### src/rtl/mux_scan_reg.sv
// Registered N-channel, W-bit multiplexer with manual select and auto-scan (dwell per channel).
// Optional even-parity output dout_par when MUX_PARITY_EN is defined.
//
// state  | meaning
// MANUAL | output follows sel; the next scan entry starts with a fresh dwell count
// SCAN   | output follows the internal channel pointer, advancing every DWELL enabled cycles
module mux_scan_reg #(
  parameter int WIDTH = 8,
  parameter int NCH   = 4,
  parameter int SELW  = 2,
  parameter int DWELL = 4
) (
  input  logic                 clk,
  input  logic                 rst,
  input  logic [NCH*WIDTH-1:0] din,
  input  logic [SELW-1:0]      sel,
  input  logic                 mode,
  input  logic                 en,
  output logic [WIDTH-1:0]     dout,
  output logic [SELW-1:0]      dout_ch,
  output logic                 dout_valid,
  output logic                 wrap
`ifdef MUX_PARITY_EN
  ,
  output logic                 dout_par
`endif
);

  localparam int DW = $clog2(DWELL) + 1;
  localparam logic [DW-1:0]   DWELL_LAST = DW'(DWELL - 1);
  localparam logic [SELW:0]   NCH_X      = (SELW + 1)'(NCH);
  localparam logic [SELW-1:0] LAST_CH    = SELW'(NCH - 1);

  typedef enum logic {MANUAL = 1'b0, SCAN = 1'b1} state_t;

  state_t            state, state_nxt;
  logic              fresh_scan;
  logic [SELW-1:0]   cur_ch;
  logic [DW-1:0]     dwell_cnt;
  logic [DW-1:0]     dwell_eff;
  logic              sel_legal;
  logic [SELW-1:0]   rd_ch;
  logic [WIDTH-1:0]  rd_data;
  logic [WIDTH-1:0]  load_data;

  always_ff @(posedge clk) begin
    if (rst) state <= MANUAL;
    else     state <= state_nxt;
  end

  // Mode is only sampled on enabled edges, so a change while paused waits for en.
  always_comb begin
    state_nxt = state;
    case (state)
      MANUAL: if (en && mode)  state_nxt = SCAN;
      SCAN:   if (en && !mode) state_nxt = MANUAL;
      default: state_nxt = MANUAL;
    endcase
  end

  always_comb begin
    fresh_scan = (state == MANUAL);
  end

  always_comb begin
    sel_legal = ({1'b0, sel} < NCH_X);
    rd_ch     = mode ? cur_ch : sel;
    rd_data   = '0;
    for (int k = 0; k < NCH; k++) begin
      if (rd_ch == SELW'(k)) rd_data = din[k*WIDTH +: WIDTH];
    end
    load_data = (mode || sel_legal) ? rd_data : '0;
    dwell_eff = fresh_scan ? '0 : dwell_cnt;
  end

  always_ff @(posedge clk) begin
    if (rst) begin
      dout       <= '0;
      dout_ch    <= '0;
      dout_valid <= 1'b0;
      wrap       <= 1'b0;
      cur_ch     <= '0;
      dwell_cnt  <= '0;
    end else if (!en) begin
      dout_valid <= 1'b0;
      wrap       <= 1'b0;
    end else if (!mode) begin
      dout       <= load_data;
      dout_ch    <= sel;
      dout_valid <= sel_legal;
      cur_ch     <= sel_legal ? sel : '0;
      dwell_cnt  <= '0;
      wrap       <= 1'b0;
    end else begin
      dout       <= load_data;
      dout_ch    <= cur_ch;
      dout_valid <= 1'b1;
      if (dwell_eff == DWELL_LAST) begin
        dwell_cnt <= '0;
        cur_ch    <= (cur_ch == LAST_CH) ? '0 : cur_ch + 1'b1;
        wrap      <= (cur_ch == LAST_CH);
      end else begin
        dwell_cnt <= dwell_eff + 1'b1;
        wrap      <= 1'b0;
      end
    end
  end

`ifdef MUX_PARITY_EN
  always_ff @(posedge clk) begin
    if (rst)     dout_par <= 1'b0;
    else if (en) dout_par <= ^load_data;
  end
`endif

endmodule

### config.mk
export PLATFORM = sky130hd
export DESIGN_NAME = mux_scan_reg
export DESIGN_NICKNAME = d
export VERILOG_FILES = /design/src/rtl/mux_scan_reg.sv
export SDC_FILE = /design/constraint.sdc
export NUM_CORES = 1
export LEC_CHECK = 0
export ABC_AREA = 1
export BUFFER_PORTS_ARGS = -buffer_cell sky130_fd_sc_hd__buf_4
export CAP_MARGIN = 20
export CORE_ASPECT_RATIO = 1.1
export CORE_MARGIN = 1
export CORE_UTILIZATION = 30
export CTS_CLUSTER_SIZE = 14
export DETAILED_ROUTE_END_ITERATION = 8
export PLACE_DENSITY = 0.65
export SLEW_MARGIN = 20
export SYNTH_ARGS = -nofsm -noshare
export SYNTH_HDL_FRONTEND = slang
export SYNTH_SLANG_ARGS = --single-unit
### constraint.sdc
create_clock -name clk -period 1.6 [get_ports clk]
set_clock_uncertainty 0.05 [all_clocks]
set_input_delay 0.08 -clock clk [delete_from_list [all_inputs] [get_ports clk]]
set_output_delay 0.08 -clock clk [all_outputs]
set_load 0.02 [all_outputs]
==> results.py <==
metrics = {
    "yosys": {
        "ys_types": 24,
        "netlist_instances": 155,
        "synth_area_sq_mm": 0.00110,
        "ys_seq_area_share_pct": 32.7,
        "yosys_warnings": 0,
        "ys_seq_elements": 18,
        "avgSynthCellArea_sq_um": 7.10,
        "synth_nets": 195,
    },
    "detailed_routing": {
        "via_per_inst": 4.44,
        "wl_per_cell_um": 10.3,
        "drt-initial-drc-count": 22,
        "ant_nets": 0,
        "drt-pass1-iter-count": 4,
        "route.detailed.drc": 0,
        "totalWireLength_mm": 2.60,
        "vias": 1119,
    },
    "layout": {
        "instances_no_fill": 252,
        "multi_input_area_sq_um": 634,
        "area_growth_pct": 39.5,
        "drive_above_1_share_pct": 33.8,
        "postLayoutCellArea_sq_mm": 0.00154,
        "diodes": 0,
        "final_common_cell": "buf_4",
        "fill_cells": 378,
        "final_nets": 246,
        "ff_latch_area_sq_um": 360,
        "final_util_pct": 45.0,
        "final_cell_mix": "buf_4 (49), nand2_1 (42), dfxtp_1 (18)",
    },
    "placed_design": {
        "gp_congestion": 0.714,
        "dp_cells": 248,
        "portBuffers": 49,
        "placed_area_sq_mm": 0.00150,
        "dp_hpwl_mm": 2.09,
        "place_ws_ns": 0.278,
    },
    "setup_path": {
        "crit_chain": "nand2_1, inv_1, ha_1, nand2_1, nand2_1, nand2_1, o31ai_1, a21oi_1",
        "cp_slowest_cell": "dfxtp_1",
        "endpoint_kind": "register",
        "crit_type": "register to register",
        "crit_top_cell": "nand2_1",
        "cp_max_fo": 4,
        "startpoint_type": "register",
        "crit_required_ns": 1.74,
        "critical-path-max-stage-delay_ns": 0.38,
        "arrival_ns": 1.49,
    },
    "clocking": {
        "cts_tree": "yes",
        "clock-sinks": 18,
        "cts.repair.resized": 0,
        "clock_latency_ns": 0.29,
        "cts_made_buffers": 3,
        "clockBufferDepth": 2,
        "cts.clk_slew.worst_paths_ns": 0.10,
        "h-tree-depth": 1,
        "clockRootBuffer": "clkbuf_4",
    },
    "timing": {
        "setup_viol": 0,
        "relSlewSlack_pct": 81.2,
        "drv_slew": 0,
        "timing.final.crit_share_pct": 84.4,
        "fin_tns_setup_ns": 0,
        "worstMarginPinSlew_ns": 0.280,
        "fmax_ghz": 0.740,
        "hold_violations": 0,
        "finalWorstSetupSlack_ns": 0.250,
        "min_period_ns": 1.35,
        "grt_setup_unrepaired": "false",
    },
    "die": {
        "die_w_um": 59.8,
        "start_util_pct": 32.3,
        "core_area_sq_mm": 0.00341,
        "pin_count": 50,
        "die_area_sq_mm": 0.00392,
        "fp-row-count": 22,
        "die_h_um": 65.5,
    },
    "run_status": {
        "status": "completed",
    },
    "power": {
        "vdd_drop_max_mv": 0.443,
        "power_density_mw_per_mm2": 685,
        "p_leak_nw": 0.784,
    },
    "global_route": {
        "grt_max_degree": 22,
        "grt_pass1_vias": 1022,
        "track_usage_pct": 14.6,
        "overflow": 0,
        "antenna_found_initial": 0,
        "grt_pass1_wl_mm": 4.33,
    },
    "run": {
        "maxCapViolCount": 0,
    },
    "worst_hold_path": {
        "hold_class": "primary input to register",
    },
}
registers in the layout (all words and copies together) (netlist names), named ones only:
| name | cells |
|---|---|
| dout_valid | 1 |
| dwell_cnt | 3 |
| dout | 8 |
| cur_ch | 2 |
| wrap | 1 |
| dout_ch | 2 |
cell families after synthesis:
family	share of synthesized area, %
flops	32.7
compound gates	12.4
buf+inv	9.66
fa+ha+maj	2.27
simple gates	43.0
power breakdown:
| part | switching, mW | total, mW | leakage, nW | internal (mW) |
|---|---|---|---|---|
| Combinational | 0.182 | 0.337 | 0.622 | 0.154 |
| Clock | 0.135 | 0.223 | 0.0138 | 0.0876 |
| Sequential | 0.0171 | 0.494 | 0.148 | 0.476 |
| Total | 0.335 | 1.05 | 0.784 | 0.718 |
critical path, delay by kind of cell (launching register included):
kind / cells / cell delay, ns
AND/OR/NAND/NOR: 4 / 0.35
adder cells (fa/ha/maj): 1 / 0.15
buffers and inverters: 1 / 0.06
AO/OA/AOI/OAI: 2 / 0.27
flip-flops: 1 / 0.38
synth_stat cells:
library cell,n,area (sq um)
ha_1,2,25.0
o21ai_1,3,15.0
clkbuf_1,1,3.75
nand2_4,3,33.8
nor2_1,16,60.1
o21ai_0,5,25.0
nand2_1,42,158
a21oi_2,3,26.3
nand4_1,3,18.8
nand2_2,2,12.5
inv_6,2,17.5
nor2_8,2,40.0
inv_1,15,56.3
dfxtp_1,18,360
nor3_1,2,10.0
inv_2,2,7.51
buf_2,2,10.0
buf_6,1,11.3
o211ai_1,2,15.0
o31ai_1,1,7.51
nand2_8,3,60.1
a21oi_1,8,40.0
a211oi_1,1,7.51
nand3_1,16,80.1
final cells by class:
| class | instances | share of cell area [%] |
|---|---|---|
| multi-input cells | 114 | 41.3 |
| repair buffers | 50 | 24.6 |
| flip-flops and latches | 18 | 23.5 |
| well taps | 48 | 3.91 |
| clock buffers | 3 | 1.47 |
| inverters | 19 | 5.29 |
what timing repair did:
item,CTS,global route
hold endpoints to repair,8,0
setup buffers,0,0
hold buffers,1,0
endpoints found under the setup margin,0,0
stage by stage:
stage               power (mW)  hold WS [ns]
detailed placement       0.842         0.284
finish                    1.05        0.0522
global placement         0.841         0.282
CTS                       1.07        0.0406
floorplan                0.706         0.246
global route              1.13        0.0514
worst paths after layout:
path,to,cells past startpoint,from,slack (ns)
max,cur_ch[0]$_SDFFE_PP0P_,8,register,0.25
min,dout[2]$_SDFFE_PP0P_,5,din[2],0.05
max reg2reg,cur_ch[0]$_SDFFE_PP0P_,8,register,0.25
min reg2reg,dwell_cnt[1]$_SDFFE_PP0P_,2,dwell_cnt[1]$_SDFFE_PP0P_,0.43
metal layers:
| layer | GRT usage [%] | vias up | wire (um) |
|---|---|---|---|
| met1 | 16.7 | 475 | 1120 |
| met4 | 1.74 | 0 | 0 |
| li1 | - | 603 | - |
| met3 | 7.68 | 0 | 261 |
| met5 | 0 | - | 0 |
| met2 | 24.3 | 41 | 1230 |
Note: power is estimated with default switching activity, not from simulation.
